File: config.mk
export PLATFORM = sky130hd
export DESIGN_NAME = multiplier_arbiter
export DESIGN_NICKNAME = d
export VERILOG_FILES = /design/src/rtl/ode_pkg.sv /design/src/rtl/rr_priority_picker.sv /design/src/rtl/multiplier_arbiter.sv
export SDC_FILE = /design/constraint.sdc
export NUM_CORES = 1
export LEC_CHECK = 0
export ABC_CLOCK_PERIOD_IN_PS = 3650
export CELL_PAD_IN_SITES_DETAIL_PLACEMENT = 1
export CELL_PAD_IN_SITES_GLOBAL_PLACEMENT = 1
export CORE_UTILIZATION = 26
export DETAILED_ROUTE_END_ITERATION = 8
export GPL_TIMING_DRIVEN = 1
export PLACE_DENSITY = 0.89
export SKIP_LAST_GASP = 1
export SYNTH_ARGS = -nofsm -noshare
export SYNTH_HDL_FRONTEND = slang
export SYNTH_HIERARCHICAL = 1
export SYNTH_SLANG_ARGS = --single-unit
File: constraint.sdc
create_clock -name clk -period 3.65 [get_ports clk]
set_input_delay 0.5475 -clock clk [delete_from_list [all_inputs] [get_ports clk]]
set_output_delay 0.5475 -clock clk [all_outputs]
set_load 0.03 [all_outputs]
File: src/rtl/ode_pkg.sv
//============================================================================
// ode_pkg - shared types and constants for the ODE accelerator (rev 1.0)
//============================================================================
`default_nettype none

package ode_pkg;

  localparam int DATA_WIDTH = 32;

  typedef enum logic [1:0] {
    IDLE    = 2'd0,
    ISSUE   = 2'd1,
    WAIT    = 2'd2,
    RESPOND = 2'd3
  } arb_state_t;

endpackage

`default_nettype wire

File: src/rtl/rr_priority_picker.sv
//============================================================================
// rr_priority_picker - rotating-priority winner select, search from last+1 (rev 1.0)
//============================================================================
`default_nettype none

module rr_priority_picker #(
  parameter int NUM_REQ = 4,
  parameter int IDXW    = $clog2(NUM_REQ)
) (
  input  logic [NUM_REQ-1:0] req_i,
  input  logic [IDXW-1:0]    last_i,
  output logic [NUM_REQ-1:0] winner_o,
  output logic [IDXW-1:0]    idx_o
);

  logic            w_found;
  logic [IDXW-1:0] w_pos;

  always_comb begin
    winner_o = '0;
    idx_o    = '0;
    w_found  = 1'b0;
    w_pos    = '0;
    // Offset 1 first, so the previous owner is examined last.
    for (int k = 1; k <= NUM_REQ; k++) begin
      w_pos = IDXW'((int'(last_i) + k) % NUM_REQ);
      if (!w_found && req_i[w_pos]) begin
        w_found         = 1'b1;
        winner_o[w_pos] = 1'b1;
        idx_o           = w_pos;
      end
    end
  end

endmodule

`default_nettype wire

File: src/rtl/multiplier_arbiter.sv
//============================================================================
// multiplier_arbiter - round-robin sharing of one multiplier with watchdog (rev 1.0)
//============================================================================
`default_nettype none

module multiplier_arbiter
  import ode_pkg::*;
#(
  parameter int NUM_REQ = 4,
  parameter int WIDTH   = DATA_WIDTH,
  parameter int TIMEOUT = 64
) (
  input  logic                     clk,
  input  logic                     rst,
  input  logic [NUM_REQ-1:0]       req,
  input  logic [NUM_REQ*WIDTH-1:0] operand_a,
  input  logic [NUM_REQ*WIDTH-1:0] operand_b,
  output logic [NUM_REQ-1:0]       grant,
  output logic [NUM_REQ-1:0]       done,
  output logic [WIDTH-1:0]         result,
  output logic                     overflow,
  output logic                     timeout,
  output logic                     mul_start,
  output logic [WIDTH-1:0]         mul_a,
  output logic [WIDTH-1:0]         mul_b,
  input  logic                     mul_done,
  input  logic [WIDTH-1:0]         mul_result,
  input  logic                     mul_overflow
);

  localparam int              IDXW     = $clog2(NUM_REQ);
  localparam int              CNTW     = $clog2(TIMEOUT);
  localparam logic [CNTW-1:0] CNT_LAST = CNTW'(TIMEOUT - 1);
  localparam logic [IDXW-1:0] IDX_LAST = IDXW'(NUM_REQ - 1);

  arb_state_t           state_q, state_d;
  logic [NUM_REQ-1:0]   grant_q, grant_d;
  logic [NUM_REQ-1:0]   done_q, done_d;
  logic                 mul_start_q, mul_start_d;
  logic [WIDTH-1:0]     mul_a_q, mul_a_d;
  logic [WIDTH-1:0]     mul_b_q, mul_b_d;
  logic [WIDTH-1:0]     result_q, result_d;
  logic                 overflow_q, overflow_d;
  logic                 timeout_q, timeout_d;
  logic [IDXW-1:0]      last_q, last_d;
  logic [IDXW-1:0]      owner_q, owner_d;
  logic [CNTW-1:0]      cnt_q, cnt_d;

  logic [NUM_REQ-1:0]   w_pick_onehot;
  logic [IDXW-1:0]      w_pick_idx;
  logic                 w_any_req;
  logic                 w_wd_expired;
  logic [WIDTH-1:0]     w_opa [NUM_REQ];
  logic [WIDTH-1:0]     w_opb [NUM_REQ];

  for (genvar gi = 0; gi < NUM_REQ; gi++) begin : g_unpack
    assign w_opa[gi] = operand_a[gi*WIDTH +: WIDTH];
    assign w_opb[gi] = operand_b[gi*WIDTH +: WIDTH];
  end

  rr_priority_picker #(
    .NUM_REQ (NUM_REQ),
    .IDXW    (IDXW)
  ) u_picker (
    .req_i    (req),
    .last_i   (last_q),
    .winner_o (w_pick_onehot),
    .idx_o    (w_pick_idx)
  );

  assign w_any_req    = |req;
  assign w_wd_expired = (cnt_q == CNT_LAST);

  always_ff @(posedge clk) begin
    if (!rst) state_q <= IDLE;
    else      state_q <= state_d;
  end

  always_comb begin
    state_d = state_q;
    case (state_q)
      IDLE:    if (w_any_req) state_d = ISSUE;
      ISSUE:   state_d = WAIT;
      WAIT:    if (mul_done || w_wd_expired) state_d = RESPOND;
      RESPOND: state_d = IDLE;
      default: state_d = IDLE;
    endcase
  end

  always_comb begin
    grant_d     = grant_q;
    done_d      = '0;
    mul_start_d = 1'b0;
    mul_a_d     = mul_a_q;
    mul_b_d     = mul_b_q;
    result_d    = result_q;
    overflow_d  = overflow_q;
    timeout_d   = timeout_q;
    last_d      = last_q;
    owner_d     = owner_q;
    cnt_d       = cnt_q;
    case (state_q)
      IDLE: begin
        if (w_any_req) begin
          grant_d     = w_pick_onehot;
          owner_d     = w_pick_idx;
          mul_a_d     = w_opa[w_pick_idx];
          mul_b_d     = w_opb[w_pick_idx];
          mul_start_d = 1'b1;
        end
      end
      ISSUE: cnt_d = '0;
      WAIT: begin
        // A real completion wins over an expiry in the same cycle.
        if (mul_done) begin
          result_d   = mul_result;
          overflow_d = mul_overflow;
          timeout_d  = 1'b0;
          done_d     = grant_q;
        end else if (w_wd_expired) begin
          result_d   = '0;
          overflow_d = 1'b0;
          timeout_d  = 1'b1;
          done_d     = grant_q;
        end else begin
          cnt_d = cnt_q + CNTW'(1);
        end
      end
      RESPOND: begin
        last_d  = owner_q;
        grant_d = '0;
      end
      default: ;
    endcase
  end

  always_ff @(posedge clk) begin
    if (!rst) begin
      grant_q     <= '0;
      done_q      <= '0;
      mul_start_q <= 1'b0;
      mul_a_q     <= '0;
      mul_b_q     <= '0;
      result_q    <= '0;
      overflow_q  <= 1'b0;
      timeout_q   <= 1'b0;
      last_q      <= IDX_LAST;
      owner_q     <= '0;
      cnt_q       <= '0;
    end else begin
      grant_q     <= grant_d;
      done_q      <= done_d;
      mul_start_q <= mul_start_d;
      mul_a_q     <= mul_a_d;
      mul_b_q     <= mul_b_d;
      result_q    <= result_d;
      overflow_q  <= overflow_d;
      timeout_q   <= timeout_d;
      last_q      <= last_d;
      owner_q     <= owner_d;
      cnt_q       <= cnt_d;
    end
  end

  assign grant     = grant_q;
  assign done      = done_q;
  assign result    = result_q;
  assign overflow  = overflow_q;
  assign timeout   = timeout_q;
  assign mul_start = mul_start_q;
  assign mul_a     = mul_a_q;
  assign mul_b     = mul_b_q;

endmodule

`default_nettype wire

==> Yosys cells after proc, flatten, opt, wreduce, memory -nomap -nowiden <==
Cells that the tools add are included.
{ "word_totals": {"regBits": 119, "output_inout_bits": 107} }
{ "classes": {"n_addsub": 5, "n_lt_le_gt_ge": 9, "eq_ne": 8, "muxes": 50, "bitwise": 4, "reduce_logical": 23} }
{ "ops": {"columns": ["op", "count"], "rows": [
  ["2-to-1 mux 32 bit", 6],
  ["binary-select mux 32 bit (select 2 bit)", 2],
  ["2-to-1 mux 4 bit", 7],
  ["2-to-1 mux 1 bit", 16],
  ["< comparator 2 x 3 -> 1 bit, second input constant", 4],
  ["2-to-1 mux 2 bit", 6],
  ["2-to-1 mux 6 bit", 2],
  ["bitwise OR 4 bit", 3],
  ["case mux 6 bit (2 select lines)", 1],
  ["AND reduction 2 bit", 6],
  ["binary-select mux 1 bit (select 2 bit)", 4],
  ["demux 1 bit (select 2 bit)", 4],
  ["greater-or-equal comparator 2 x 1 -> 1 bit, second input constant", 4],
  ["!= test 2 bit, second input constant", 4],
  ["case mux 2 bit (4 select lines)", 1],
  ["case mux 4 bit (2 select lines)", 1],
  ["logical AND 1 bit", 7],
  ["adder 6 x 1 -> 6 bit, second input constant", 1],
  ["equality test 6 bit, second input constant", 1],
  ["nonzero test 2 bit", 3],
  ["adder 2 x 1 -> 2 bit, second input constant", 2],
  ["adder 2 bit, second input constant", 2],
  ["equality test 2 bit, second input constant", 2],
  ["OR reduction 4 bit", 1],
  ["7 further kinds", 9]
]} }

==> Longest topological paths before layout <==
Gate-level depths: netlist of the first run.
{ "depth": {"word_depth": 17, "ltp_mapped": 11, "mapped_depth_nobuf": 8} }

==> By module <==
Netlist of the first run, hierarchy kept.
{ "by_module_without_submodules": {"columns": ["mod", "instances", "cells_per_inst", "area_each_um2"], "rows": [
  ["multiplier_arbiter", 1, 601, 5826.8],
  ["rr_priority_picker", 1, 59, 490.5]
]} }

==> Least setup slack after synthesis of the first run <==
No wires, ideal clock.
{ "synth_timing": {"kind": "flip-flop to flip-flop", "startpoint": "register last_q[0]", "endpoint": "register mul_a_q[16] (netlist: mul_a[16])", "setup_ps": 132, "arrival_time_ps": 2976, "setup_slack_ps": 542, "path_stages_with_launch": 12, "synth_period_minus_slack_ps": 3108, "cell_sequence": "dfxtp_1 buf_4 inv_1 ha_1 mux4_2 o21ai_1 a2bb2oi_1 buf_2 buf_4 mux4_2 nand2_1 a21oi_1"} }
{ "synth_via": {"elab_chain_cells": 17, "elab_cells_between_ends": 29, "cone_classes": "add/sub: 4; mux: 18; bitwise: 1; reduce/logical: 6"} }
{ "synth_lines": {"columns": ["item", "line_no", "source"], "rows": [
  ["from (decl)", "multiplier_arbiter.sv:45", "logic [IDXW-1:0] last_q, last_d;"],
  ["from (signal assigned)", "multiplier_arbiter.sv:159", "last_q <= last_d;"],
  ["adder 2 x 1 -> 2 bit", "rr_priority_picker.sv:26", "w_pos = IDXW'((int'(last_i) + k) % NUM_REQ);"],
  ["binary-select mux 1 bit (select 2 bit)", "rr_priority_picker.sv:27", "if (!w_found && req_i[w_pos]) begin"],
  ["2-to-1 mux 1 bit (not written as such)", "rr_priority_picker.sv:27", null],
  ["2-to-1 mux 1 bit", "rr_priority_picker.sv:27", null],
  ["zero test 1 bit", "rr_priority_picker.sv:27", null],
  ["logical AND 1 bit", "rr_priority_picker.sv:27", null],
  ["2-to-1 mux 1 bit", "rr_priority_picker.sv:27", null],
  ["zero test 1 bit", "rr_priority_picker.sv:27", null],
  ["logical AND 1 bit", "rr_priority_picker.sv:27", null],
  ["2-to-1 mux 1 bit", "rr_priority_picker.sv:27", null],
  ["zero test 1 bit", "rr_priority_picker.sv:27", null],
  ["logical AND 1 bit", "rr_priority_picker.sv:27", null],
  ["2-to-1 mux 2 bit *", "rr_priority_picker.sv:27", null],
  ["net w_pick_idx[0]", "multiplier_arbiter.sv:50", "logic [IDXW-1:0] w_pick_idx;"],
  ["inverter 2 -> 3 bit (not written as such) *", "multiplier_arbiter.sv:107", "mul_a_d = w_opa[w_pick_idx];"],
  ["binary-select mux 32 bit (select 2 bit) *", "multiplier_arbiter.sv:107", null],
  ["2-to-1 mux 32 bit (not written as such) * (2 in a row)", "multiplier_arbiter.sv:107", null],
  ["to (signal assigned)", "multiplier_arbiter.sv:154", "mul_a_q <= mul_a_d;"],
  ["to (decl)", "multiplier_arbiter.sv:40", "logic [WIDTH-1:0] mul_a_q, mul_a_d;"]
]} }
The timed path passes the listed nets; every way through them passes the cells marked *. The select of a mux whose other input is x is not followed.
A chain may end at the register's enable or synchronous reset.

==> Worst setup path in the final report of the first run <==
{ "layout_timing": {"startpoint": "input port req[0]", "endpoint": "register mul_b_q[11] (netlist: mul_b[11])"} }
{ "layout_via": {"elab_chain_cells": 16, "elab_cells_between_ends": 27, "cone_classes": "mux: 18; bitwise: 1; reduce/logical: 8"} }
{ "layout_lines": {"columns": ["item", "line_no", "source"], "rows": [
  ["from (decl)", "multiplier_arbiter.sv:15", "input logic [NUM_REQ-1:0] req,"],
  ["binary-select mux 1 bit (select 2 bit)", "rr_priority_picker.sv:27", null],
  ["2-to-1 mux 1 bit (not written as such)", "rr_priority_picker.sv:27", null],
  ["2-to-1 mux 1 bit", "rr_priority_picker.sv:27", null],
  ["zero test 1 bit", "rr_priority_picker.sv:27", null],
  ["logical AND 1 bit", "rr_priority_picker.sv:27", null],
  ["2-to-1 mux 1 bit", "rr_priority_picker.sv:27", null],
  ["zero test 1 bit", "rr_priority_picker.sv:27", null],
  ["logical AND 1 bit", "rr_priority_picker.sv:27", null],
  ["2-to-1 mux 1 bit", "rr_priority_picker.sv:27", null],
  ["zero test 1 bit", "rr_priority_picker.sv:27", null],
  ["logical AND 1 bit", "rr_priority_picker.sv:27", null],
  ["2-to-1 mux 2 bit *", "rr_priority_picker.sv:27", null],
  ["net w_pick_idx[0]", "multiplier_arbiter.sv:50", null],
  ["inverter 2 -> 3 bit (not written as such) *", "multiplier_arbiter.sv:108", "mul_b_d = w_opb[w_pick_idx];"],
  ["binary-select mux 32 bit (select 2 bit) *", "multiplier_arbiter.sv:108", null],
  ["2-to-1 mux 32 bit (not written as such) * (2 in a row)", "multiplier_arbiter.sv:108", null],
  ["to (signal assigned)", "multiplier_arbiter.sv:155", "mul_b_q <= mul_b_d;"],
  ["to (decl)", "multiplier_arbiter.sv:41", "logic [WIDTH-1:0] mul_b_q, mul_b_d;"]
]} }
Marked as above.

==> results of run 1 <==
==> through the flow <==
step / hold WS, ns / power (W) / instances / cell area, sq um
after floorplan: 0.4360 / 0.004442 / 660 / 6317
after global placement: 0.4418 / 0.005900 / 1344 / 10670
after detailed placement: 0.4483 / 0.006056 / 1344 / 10670
after CTS: 0.4559 / 0.007719 / 1376 / 11240
after global routing: 0.4795 / 0.008068 / 1378 / 11250
final: 0.4551 / 0.007616 / 1379 / 11250
==> cell usage in the layout, fill, tap and decap left out, drive strengths merged, types with 4 or more instances in the layout <==
| cell | n |
|---|---|
| clkdlybuf4s50 | 401 |
| nand2 | 215 |
| dfxtp | 119 |
| a21oi | 71 |
| mux4 | 66 |
| o22ai | 33 |
| clkbuf | 22 |
| buf | 19 |
| ha | 14 |
| nor2 | 14 |
| o21ai | 9 |
| inv | 7 |
| a22oi | 6 |
| and3 | 5 |
| clkinv | 5 |
| nand3 | 4 |
| clkinvlp | 4 |
| a221o | 4 |
==> layout make-up <==
class | count | area [sq um] | area share, %
Clock buffer | 22 | 474.2 | 4.215
Multi-Input combinational cell | 479 | 3661 | 32.54
Sequential cell | 119 | 2382 | 21.17
Inverter | 7 | 26.28 | 0.2335
Timing Repair Buffer | 420 | 4204 | 37.37
Antenna cell | 3 | 7.507 | 0.06673
Clock inverter | 10 | 96.34 | 0.8563
Tap cell | 319 | 399.1 | 3.548
==> power breakdown <==
part	leakage [nW]	switching [W]	total (W)	internal (W)
logic	2.86	0.00222	0.00411	0.00188
registers	0.974	0.000213	0.00188	0.00167
clock network	0.269	0.000634	0.00163	0.000992
==> sequential cells by signal, summed over array words and instances (netlist names), 2 cells and up <==
name / count
mul_a: 32
mul_b: 32
result: 32
cnt_q: 6
done: 4
grant: 4
last_q: 2
owner_q: 2
state_q: 2
==> cell families (layout without fill, tap and decap cells) <==
family	after synthesis	in the layout	synth area share [%]
buffers and inverters	62	459	4.753
and+or+nand+nor	250	250	15.96
muxes	70	70	24.18
AOI/OAI and AO/OA	145	145	14.62
adders and majority gates	14	14	2.773
DFF	119	119	37.71
other	0	3	0
==> worst min path at each step <==
stage,start,endpoint,slack [ns],cells past startpoint
after floorplan,owner_q[0]$_SDFFE_PN0P_,owner_q[0]$_SDFFE_PN0P_,0.44,2
after global placement,mul_a[14]$_SDFFE_PN0P_,mul_a[14]$_SDFFE_PN0P_,0.44,2
after detailed placement,mul_b[14]$_SDFFE_PN0P_,mul_b[14]$_SDFFE_PN0P_,0.45,2
after CTS,mul_b[14]$_SDFFE_PN0P_,mul_b[14]$_SDFFE_PN0P_,0.46,2
after global routing,mul_b[14]$_SDFFE_PN0P_,mul_b[14]$_SDFFE_PN0P_,0.48,2
final,mul_b[1]$_SDFFE_PN0P_,mul_b[1]$_SDFFE_PN0P_,0.46,2
==> per-layer routing <==
layer | wire length (microns) | up-vias
li1 | - | 3153
met3 | 1884 | 41
met1 | 9612 | 3343
met5 | 0 | -
met4 | 728 | 0
met2 | 15300 | 273
==> worst reg2reg max path: stages (launching register included) <==
cell	delay, ns
dfxtp_1	0.33
inv_1	0.12
ha_1	0.43
mux4_2	0.35
o21ai_1	0.26
a2bb2oi_4	0.24
buf_12	0.33
mux4_2	0.59
nand2_1	0.09
a21oi_1	0.10
==> flow_summary.ini, run 1 <==
[finish]
area_growth_pct = 78.09
layout-drive-gt1-share_pct = 12.11
n_fill_cell = 2689
layout.nets = 1354
fin_util_pct = 47.51

[setup_path]
critical_path.max_fanout = 38
timing.rr.end = mul_b[11]$_SDFFE_PN0P_
crit_path_start = req[0]
slowest_delay_ns = 0.62
crit_required_ns = 3.89
cp-end-kind = register
crit_buf_inv = 3
cp.depth = 9
rr_worst_depth = 9
crit_family = multiplexers
rrSetupSlack_ns = 0.64
cp.arrival_ns = 3.31
crit_chain = clkdlybuf4s50_1 > mux4_2 > clkinv_1 > o211ai_1 > a2bb2oi_4 > buf_12 > mux4_2 > nand2_1 > a21oi_1
crit_path_end = mul_b[11]$_SDFFE_PN0P_
crit_top_cell = mux4_2
timing.rr.start = last_q[1]$_SDFFE_PN1P_
critPathLaunchType = primary input
path_class = primary input to register
slowest_stage = mux4_2

[routing]
drtIter0Drc = 297
wire_per_inst_microns = 19.96
first_pass_iters = 4
ant_nets = 0
via_per_inst = 4.938
drc = 0
routed_wl_microns = 27530
vias = 6810

[grt]
overflow = 0
busiest_layer = met2
grt_max_degree = 81
gr-usage-met1_pct = 20.90
use_met3_pct = 7.172
grt_pass1_wl_microns = 40380
grt_pass1_vias = 7536
antenna_found_initial = 2
grt_usage_pct = 21.68
met2_usage_pct = 41.89

[sta]
rsz0062_at_grt = false
drv_slew = 0
worst_pin_slew_ns = 1.160
maxSlewHeadroom_pct = 22.50
hold_viol = 0
setup_tns_ns = 0
post-route-period-util_pct = 84.11
period_minus_slack_ns = 3.070
clock_skew_ns = 0.01060
fmax_mhz = 325.7
report.final.setup_viol = 0
timing.final.ws_setup_ns = 0.5800

[cts]
clkTransAtPathRegs_ns = 0.06
cts_setup_buffers = 0
max-clock-path-buffers = 2
cts.repair.resized = 0
h-tree-depth = 4
clock-sinks = 119
ctsRootBufferMaster = clkbuf_16
cts_buffers = 17
insertion_delay_ns = 0.41
postCtsHoldBufs = 0
tritoncts = built

[synth]
syn-num-nets = 970
synth_area_leaders = dfxtp_1 38%, mux4_2 24%, nand2_1 13%
ys_warn_count = 6
ys_ff_latch = 119
synth_common_cells = 215 x nand2_1, 119 x dfxtp_1, 71 x a21oi_1
netlist_area_sq_um = 6317
synth_cells = 660
ys.flop_type = dfxtp_1
synth_top_area_share_pct = 37.71
async_reset_ff_share_pct = 0
seq_area_frac_synth_pct = 37.71
syn_area_per_cell_sq_um = 9.572
synth-edff-count = 0
yosysTopAreaCell = dfxtp_1
synth.distinct_cells = 51
yosysMostFrequentCell = nand2_1

[floorplan]
die_w_microns = 157.9
num_io_pins = 403
die_area_sq_um = 24920
fp-row-count = 56
coreArea_sq_um = 23680
initial_core_util_pct = 26.67
die_y_microns = 157.9

[run_status]
status = completed

[power]
ir_drop_mv = 0.4313
p_leak_nw = 4.099
power_density_nw_per_um2 = 676.9

[placed_design]
port_buffers = 402
dp_hpwl_microns = 21320
place_ws_ns = 0.1359
gp_congestion = 0.8274

[hold_path]
min_path_type = register to register

[run]
cap_viol_max_count = 0
(Power assumes the default switching activity.)
==> run 2: changes to the inputs <==
Settings changed: ABC_CLOCK_PERIOD_IN_PS 3650 to 3200.
Clock period 3.65 ns to 3.2 ns, I/O delays scaled along.
==> flow_summary.ini, run 2 (synthesis gave the netlist of run 1 again) <==
[run_status]
status = completed

[placed_design]
place_inst = 1360
port_buffers = 402
gp_congestion = 0.8141
place_ws_ns = -0.01473
dp_hpwl_microns = 21640

[floorplan]
die_w_microns = 157.9
coreArea_sq_um = 23680
die_area_sq_um = 24920
num_io_pins = 403
die_y_microns = 157.9
initial_core_util_pct = 26.67
fp-row-count = 56

[routing]
first_pass_iters = 4
via_per_inst = 4.943
drc = 0
ant_nets = 0
wire_per_inst_microns = 19.89
vias = 6880
routed_wl_microns = 27680
drtIter0Drc = 295

[finish]
fin_cells = 1392
area_growth_pct = 80.59
layout_common_cells = 401 x clkdlybuf4s50_1, 215 x nand2_1, 119 x dfxtp_1
layout-drive-gt1-share_pct = 13.25
layout.nets = 1370
layout_commonest_cell = clkdlybuf4s50_1

[hold_path]
min-delay-start = mul_a[31]$_SDFFE_PN0P_
min_to = mul_a[31]$_SDFFE_PN0P_
min_path_type = register to register
whs_path_depth = 2

[sta]
drv_slew = 0
rsz0062_at_grt = false
hold_viol = 0
report.final.setup_viol = 0
worst_pin_slew_ns = 0.7782
fmax_mhz = 357.6
maxSlewHeadroom_pct = 48.12
timing.final.ws_setup_ns = 0.4039
post-route-period-util_pct = 87.38
clock_skew_ns = 0.01034
period_minus_slack_ns = 2.796

[cts]
insertion_delay_ns = 0.41
h-tree-depth = 4
clock-sinks = 119
ctsRootBufferMaster = clkbuf_16
cts.repair.resized = 0
cts_setup_buffers = 0
clkTransAtPathRegs_ns = 0.05
tritoncts = built
postCtsHoldBufs = 0
max-clock-path-buffers = 2
cts_buffers = 17

[grt]
grt_usage_pct = 21.95
grt_pass1_vias = 7684
grt_pass1_wl_microns = 41060
grt_max_degree = 81
antenna_found_initial = 1
overflow = 0

[setup_path]
path_class = register to register
timing.rr.start = last_q[0]$_SDFFE_PN1P_
slowest_delay_ns = 0.56
cp.arrival_ns = 3.05
critical_path.max_fanout = 17
rrSetupSlack_ns = 0.40
timing.rr.end = mul_a[7]$_SDFFE_PN0P_
critPathLaunchType = register
slowest_stage = mux4_2
crit_buf_inv = 4
crit_required_ns = 3.45
crit_family = multiplexers
cp-end-kind = register
crit_chain = buf_4 > mux4_2 > clkinv_1 > o211ai_1 > a2bb2oi_4 > buf_12 > buf_4 > mux4_2 > nand2_1 > a21oi_1
rr_worst_depth = 10

[power]
ir_drop_mv = 0.3137
p_leak_nw = 4.198
power_density_nw_per_um2 = 779.8
power_w = 0.008896

[run]
cap_viol_max_count = 0
==> run 2: cell count changes in the layout (fill, tap and decap cells not counted), sizes merged <==
cell	previous run	this run
clkbuf	22	23
buf	19	35
diode	3	1
clkinvlp	4	3
bufinv	1	2
inv	7	6
clkinv	5	4
==> run 2: tightest hold or removal path, cell delays in order (launching register included) <==
cell	delay, ns
dfxtp_1	0.30
nand2_1	0.05
a21oi_1	0.05
==> run 2: final cells by class <==
type                            instances  area (sq um)
Antenna cell                            1         2.502
Clock buffer                           23         478.0
Clock inverter                          8         97.59
Fill cell                            2669         12270
Inverter                                7         26.28
Multi-Input combinational cell        479          3661
Sequential cell                       119          2382
Tap cell                              319         399.1
Timing Repair Buffer                  436          4362
==> run 2: per-layer routing <==
layer | routed length, microns | share of wire (%) | track usage, %
met3 | 1877 | 6.8 | 6.132
met1 | 9638 | 35 | 21.25
met2 | 15260 | 55 | 43.13
met5 | 0 | 0 | 0
met4 | 899 | 3.2 | 8.830
==> run 2: worst max-delay path by stage <==
stage | startpoint | end | slack [ns] | cells after the start
after floorplan | last_q[0]$_SDFFE_PN1P_ | mul_a[16]$_SDFFE_PN0P_ | 0.09 | 11
after global placement | req[0] | mul_a[15]$_SDFFE_PN0P_ | 0.15 | 11
after detailed placement | req[0] | mul_b[29]$_SDFFE_PN0P_ | -0.01 | 11
after CTS | last_q[0]$_SDFFE_PN1P_ | mul_a[7]$_SDFFE_PN0P_ | 0.39 | 10
after global routing | req[0] | mul_b[29]$_SDFFE_PN0P_ | 0.28 | 11
final | last_q[0]$_SDFFE_PN1P_ | mul_a[7]$_SDFFE_PN0P_ | 0.40 | 10
==> run 2: stage by stage <==
step	TNS [ns]	util, %	hold slack [ns]	area, sq um
detailed placement	-0.03084	45.73	0.4497	10830
global placement	0	45.73	0.4409	10830
global route	0	48.17	0.4706	11410
finish	0	48.17	0.4534	11410
CTS	0	48.16	0.4548	11410
floorplan	0	-	0.4360	6317
==> run 2: power breakdown <==
part / internal [W] / switching, W
combinational: 0.00227 / 0.00258
sequential: 0.00190 / 0.000245
clock: 0.00120 / 0.000699
total: 0.00538 / 0.00352
==> run 3: changes to the inputs <==
Settings changed: ABC_CLOCK_PERIOD_IN_PS 3200 to default.
==> results of run 3 <==
No change in the layout: final DEF, timing and power equal those of run 2.
